$ cat config.mk
export PLATFORM = sky130hd
export DESIGN_NAME = moving_avg_window
export DESIGN_NICKNAME = d
export VERILOG_FILES = /design/src/rtl/moving_avg_window.sv
export SDC_FILE = /design/constraint.sdc
export NUM_CORES = 1
export LEC_CHECK = 0
export ABC_AREA = 1
export BUFFER_PORTS_ARGS = -buffer_cell sky130_fd_sc_hd__buf_2
export CAP_MARGIN = 20
export CORE_MARGIN = 2
export CORE_UTILIZATION = 55
export DETAILED_ROUTE_END_ITERATION = 7
export PLACE_DENSITY = 0.76
export SETUP_SLACK_MARGIN = 0.2
export SLEW_MARGIN = 5
export SYNTH_ARGS = -nofsm -noshare
export SYNTH_HDL_FRONTEND = slang
export SYNTH_SLANG_ARGS = --single-unit
$ cat constraint.sdc
create_clock -name clk -period 2.9 [get_ports clk]
set_clock_uncertainty 0.15 [all_clocks]
set_input_delay 0 -clock clk [delete_from_list [all_inputs] [get_ports clk]]
set_output_delay 0 -clock clk [all_outputs]
set_load 0.005 [all_outputs]
$ cat src/rtl/moving_avg_window.sv
// Sliding-window smoother: keeps the last DEPTH = 2**LOG2_DEPTH accepted samples,
// and registers the running window sum and the window average.
// A small FSM tracks how full the window is. out_valid pulses once per accept
// while the window holds a full set of samples.
// Optional build macro MOVING_AVG_ROUND_EN: q rounds half up instead of truncating.
module moving_avg_window #(
    parameter int unsigned WIDTH      = 8,
    parameter int unsigned LOG2_DEPTH = 2
) (
    input  logic                        clk,
    input  logic                        rst_n,
    input  logic                        in_valid,
    input  logic [WIDTH-1:0]            d,
    input  logic                        clear,
    output logic                        out_valid,
    output logic [WIDTH-1:0]            q,
    output logic [WIDTH+LOG2_DEPTH-1:0] sum,
    output logic                        filled
);

    localparam int unsigned DEPTH   = 1 << LOG2_DEPTH;
    localparam int unsigned SW      = WIDTH + LOG2_DEPTH;
    localparam int unsigned CW      = LOG2_DEPTH + 1;
    localparam logic [CW-1:0] CntFull = CW'(DEPTH);

    typedef enum logic [1:0] {StEmpty, StFill, StFull} state_e;

    state_e          state_q, state_d;
    logic [WIDTH-1:0] hist_q [DEPTH];
    logic [SW-1:0]    acc_q;
    logic [CW-1:0]    cnt_q;
    logic [SW-1:0]    sum_q;
    logic [WIDTH-1:0] avg_q;
    logic             out_valid_q;

    logic             accept;
    logic [SW-1:0]    acc_next;
    logic [CW-1:0]    cnt_inc;
    logic [WIDTH-1:0] q_next;

    // Accept qualification, window arithmetic and saturating fill count.
    always_comb begin
        accept   = in_valid & ~clear;
        // hist entries are zero until written, so this is exact while filling.
        acc_next = acc_q + SW'(d) - SW'(hist_q[DEPTH-1]);
        cnt_inc  = (cnt_q == CntFull) ? CntFull : cnt_q + 1'b1;
    end

`ifdef MOVING_AVG_ROUND_EN
    logic [WIDTH:0] rnd;

    // (a + 2**(k-1)) >> k equals (a >> k) plus bit k-1 of a; one extra bit holds the carry.
    always_comb begin
        rnd = {1'b0, acc_next[SW-1:LOG2_DEPTH]} + (WIDTH + 1)'(acc_next[LOG2_DEPTH-1]);
        if (rnd[WIDTH]) begin
            q_next = '1;
        end else begin
            q_next = rnd[WIDTH-1:0];
        end
    end
`else
    // Truncating average: drop the low LOG2_DEPTH bits of the sum.
    always_comb begin
        q_next = acc_next[SW-1:LOG2_DEPTH];
    end
`endif

    // Fill-tracking FSM next state; clear wins over everything.
    always_comb begin
        state_d = state_q;
        if (clear) begin
            state_d = StEmpty;
        end else if (accept) begin
            unique case (state_q)
                StEmpty: state_d = (cnt_inc == CntFull) ? StFull : StFill;
                StFill:  state_d = (cnt_inc == CntFull) ? StFull : StFill;
                StFull:  state_d = StFull;
                default: state_d = StEmpty;
            endcase
        end
    end

    // FSM state register.
    always_ff @(posedge clk) begin
        if (!rst_n) begin
            state_q <= StEmpty;
        end else begin
            state_q <= state_d;
        end
    end

    // Window history, accumulator, fill count and registered outputs.
    always_ff @(posedge clk) begin
        if (!rst_n || clear) begin
            for (int unsigned i = 0; i < DEPTH; i++) begin
                hist_q[i] <= '0;
            end
            acc_q       <= '0;
            cnt_q       <= '0;
            sum_q       <= '0;
            avg_q       <= '0;
            out_valid_q <= 1'b0;
        end else if (accept) begin
            for (int unsigned i = 1; i < DEPTH; i++) begin
                hist_q[i] <= hist_q[i-1];
            end
            hist_q[0]   <= d;
            acc_q       <= acc_next;
            cnt_q       <= cnt_inc;
            sum_q       <= acc_next;
            avg_q       <= q_next;
            out_valid_q <= (cnt_inc == CntFull);
        end else begin
            out_valid_q <= 1'b0;
        end
    end

    assign out_valid = out_valid_q;
    assign q         = avg_q;
    assign sum       = sum_q;
    assign filled    = (state_q == StFull);

endmodule

Yosys cells after proc, flatten, opt, wreduce, memory -nomap -nowiden --
Memories as Yosys holds them, arrays and structs flattened. Index checks and enable logic that the tools add are counted. W data, S select, Z words.
Word-level totals: register bits 24, RAM bits 32, input bits 12, output and inout port bits 20, memories kept 1
Cells by class: add/subtract/negate cells 3, equal/unequal tests 4, multiplexer cells 12, bitwise logic cells 8, reduce and logical (&&, ||, !) cells 6
Memories:
- hist_q | depth 4, bits a word 8, rd ports 4, clocked after Yosys merged registers in 0, wr ports 4, RTL line 29 | logic [WIDTH-1:0] hist_q [DEPTH];
Operators by type and width (number):
- $mux W8 | 4
- $add A10 B8 Y10 | 1
- $sub A10 B8 Y10 | 1
- $eq A3 B3 Y1 const B | 2
- $reduce_or A2 Y1 | 3
- $mux W1 | 5
- $or A1 B1 Y1 | 4
- $pmux W2 S2 | 1
- $add A3 B1 Y3 const B | 1
- $mux W3 | 1
- $not A1 Y1 | 3
- $eq A2 B1 Y1 const B | 1
- $eq A2 B2 Y1 const B | 1
- $logic_not A2 Y1 | 1
- $mux W2 | 1
- $and A1 B1 Y1 | 1
- $logic_not A1 Y1 | 1
- $logic_or A1 B1 Y1 | 1

Logic depth before layout (Yosys ltp) --
depth in word-level cells 6, gate-level depth with buffers 13

Worst setup path after synthesis --
OpenSTA, ideal clock, no wires.
path type register -> register, start point register, netlist name sum[1], end point register sum_q[8], in the netlist sum[8], library setup time 0.113 ns, data arrival time 1.829 ns, data required time 2.637 ns, path slack 0.807 ns, stages on the path, launching flop included 10, clock period less this slack 2.093 ns, cell sequence dfxtp_1 > inv_1 > fa_1 > fa_1 > o21ai_2 > nand2_1 > nand2_1 > nand2_1 > nand3_1 > nand2_1
RTL lines:
- end signal: assignment | RTL line 110 | sum_q <= acc_next;
- end: declaration | RTL line 32 | logic [SW-1:0] sum_q;

Worst setup path in the final report --
start point input rst_n, end point register sum_q[9], in the netlist sum[9]
Between the ends: longest elaborated chain between the ends 2
Ends and longest elaborated chain:
- start: declaration | RTL line 11 | input logic rst_n,
- $logic_not A1 Y1 | RTL line 94 | if (!rst_n || clear) begin
- $logic_or A1 B1 Y1 | RTL line 94
Every way passes these cells. A chain may end at the register's enable or synchronous reset.

==> results.yml <==
run_status:
  status: "completed"
timing:
  final.setup.tns_ns: 0
  fmax_ghz: 0.433
  setup_viol: 0
  grt_setup_unrepaired: "false"
  slew_violations: 0
  hold_viol: 0
  hold_ws_ns: 0.0131
  worstMarginPinSlew_ns: 0.941
  post-route-period-util_pct: 79.6
  period_minus_slack_ns: 2.31
  slew_headroom_pct: 37.2
synthesis:
  syn_area_per_cell_um2: 9.20
  synth_edf_count: 32
  synth_nets: 321
  synth_largest_area_cell: "edfxtp_1"
  ys_types: 26
  synthArstFlopShare_pct: 0
  synthTopCellsByArea: "edfxtp_1, dfxtp_1, inv_1"
  yosysSeqAreaShare_pct: 48.2
  synthCells: 289
  syn_area_um2: 2660
  ys_warn_count: 0
  ys_seq_elements: 48
  yosys-top-cells-count: "inv_1, nand2_1, edfxtp_1, nor2_2, dfxtp_1"
  synthFlopType: "edfxtp_1"
  synth_most_common_cell: "inv_1"
  netlist.area_leader.share_pct: 36.1
floorplanning:
  fp.dieH_um: 73.5
  core_area_um2: 4690
  initial_utilization_pct: 56.7
  rows: 25
  die_x_um: 73.5
  num_io_pins: 32
  die-area_um2: 5410
final_layout:
  final_layout_size_suffix_gt1_share_pct: 23.5
  nets: 359
  fin_util_pct: 64.1
  area_delta_synth_final_pct: 13.2
  diodes: 0
  nFillCells: 409
worst_setup_path:
  cpMostUsedCell: "dlygate4sd3_1"
  critPathKind: "in -> reg"
  worstPathArrival_ns: 2.40
  path_max_fanout: 6
  worstPathRequired_ns: 2.99
  crit_chain: "dlygate4sd3_1, buf_2, nand2_2, dlygate4sd3_1, nor2_2, dlygate4sd3_1, nand2_1, nand2_1"
  slowest_stage: "dlygate4sd3_1"
  max_stage_delay_ns: 0.77
  path_delay_family: "buffers and inverters"
  critPathBufInv: 4
  critPathLaunchType: "input pin"
  cp-end-kind: "flop"
clock_tree:
  cts_setup_buffers: 0
  cts_made_buffers: 5
  clk_path_buf_depth: 2
  clk_latency_ns: 0.30
  clkSinkCount: 48
  cts_resized: 0
  path_clk_slew_ns: 0.09
  cts_tree: "done"
  holdBufCountCts: 13
  ctsRootBufferMaster: "clkbuf_8"
  htreeDepth: 2
routing:
  routed_via_density: 4.71
  ant_nets: 0
  drc: 0
  num_vias: 1799
  drt_iter0_markers: 52
  drtPass1Iterations: 6
  totalWireLength_mm: 4.42
  routedWlPerCell_um: 11.6
global_route:
  grt.total_usage_pct: 18.4
  grt_overflow_total: 0
  antenna_found_initial: 0
  grt_max_degree: 40
  grt_pass1_wl_mm: 7.47
  grt_pass1_vias: 1702
min_path:
  min_path_type: "in -> reg"
flow_run:
  maxCapViolCount: 0
placed_design:
  io_buffers: 31
  gp_congestion: 0.878
  hpwl_mm: 2.99
pwr:
  ir_drop_mv: 0.264
  power_density_nw_per_um2: 540
  power.leakage_nw: 1.43
worst reg2reg max path: stages, from the launching register on:
cell and delay [ns]:
dfxtp_1 0.34, inv_1 0.05, ha_1 0.28, inv_1 0.05, ha_1 0.17, inv_1 0.11, fa_1 0.43, o21ai_2 0.24
nand2_1 0.11, nand2_1 0.08, nand2_1 0.05, nand3_1 0.06, nand2_1 0.05
registers in the layout, indices dropped and copies added, names as in the netlist:
register / count
state_q: 2
sum: 10
hist_q: 32
out_valid: 1
cnt_q: 3
cell families (layout without fill, tap and decap cells):
logic type	after synthesis	after routing	synth area share, %
AOI/OAI and AO/OA	18	18	4.61
xor gates and xnor gates	3	3	0.988
adders and majority gates	20	20	11.7
buffers and inverters	89	128	14.9
DFF	48	48	48.2
and+or+nand+nor	111	111	19.7
stage by stage:
stage,worst slack [ns],area [um2],power [W],std cells
3_3_place_gp,0.651,2770,0.00114,361
2_1_floorplan,0.807,2660,0.00108,289
3_5_place_dp,0.640,2770,0.00115,361
5_1_grt,0.422,3010,0.00173,382
6_report,0.592,3010,0.00162,382
4_1_cts,0.606,3010,0.00164,382
area by class of cell:
class / instances / area [um2] / share of cell area [%]
Clock buffer: 6 / 72.6 / 2.41
Clock inverter: 2 / 35.0 / 1.16
Inverter: 76 / 285 / 9.48
Multi-Input combinational cell: 152 / 982 / 32.6
Sequential cell: 48 / 1280 / 42.6
Tap cell: 54 / 67.6 / 2.25
Timing Repair Buffer: 44 / 285 / 9.48
layout by cell type (no fill, tap or decap), drive strengths merged:
cell	netlist	final
nand3b	1	1
edfxtp	32	32
nand4	1	1
nand3	12	12
clkinv	0	1
o21ai	4	4
fa	8	8
nand2	54	54
buf	13	31
nor2	43	43
bufinv	0	1
o211ai	1	1
inv	76	76
clkbuf	0	6
a21oi	6	6
xnor2	1	1
ha	12	12
dfxtp	16	16
dlygate4sd3	0	13
o21a	1	1
o21bai	1	1
o22ai	5	5
xor2	2	2
path summary, 6_finish.rpt:
kind / start / end / slack (ns) / cells past startpoint
worst max-delay path: rst_n / sum[9]$_SDFFE_PP0P_ / 0.59 / 8
worst min-delay path: clear / state_q[0]$_SDFFE_PP0P_ / 0.01 / 6
worst max register to register: sum[0]$_SDFFE_PP0P_ / sum[6]$_SDFFE_PP0P_ / 0.61 / 12
worst min register to register: state_q[0]$_SDFFE_PP0P_ / state_q[0]$_SDFFE_PP0P_ / 0.31 / 2
power breakdown:
group	switching [W]	internal (W)	total, W
clock network	0.000218	0.000256	0.000475
registers	0.0000168	0.000762	0.000779
logic	0.000221	0.000149	0.000370
metal layers:
metal  part of all wire [%]  GRT usage, %  wire length (um)  vias up
met1                     46          23.3              2020      817
met4                    1.8          6.87                80        0
met2                     49          31.1              2160       36
met5                      0             0                 0        -
li1                       -             -                 -      939
met3                    3.6          3.98               161        7
Power figures use the tool's default switching activity.
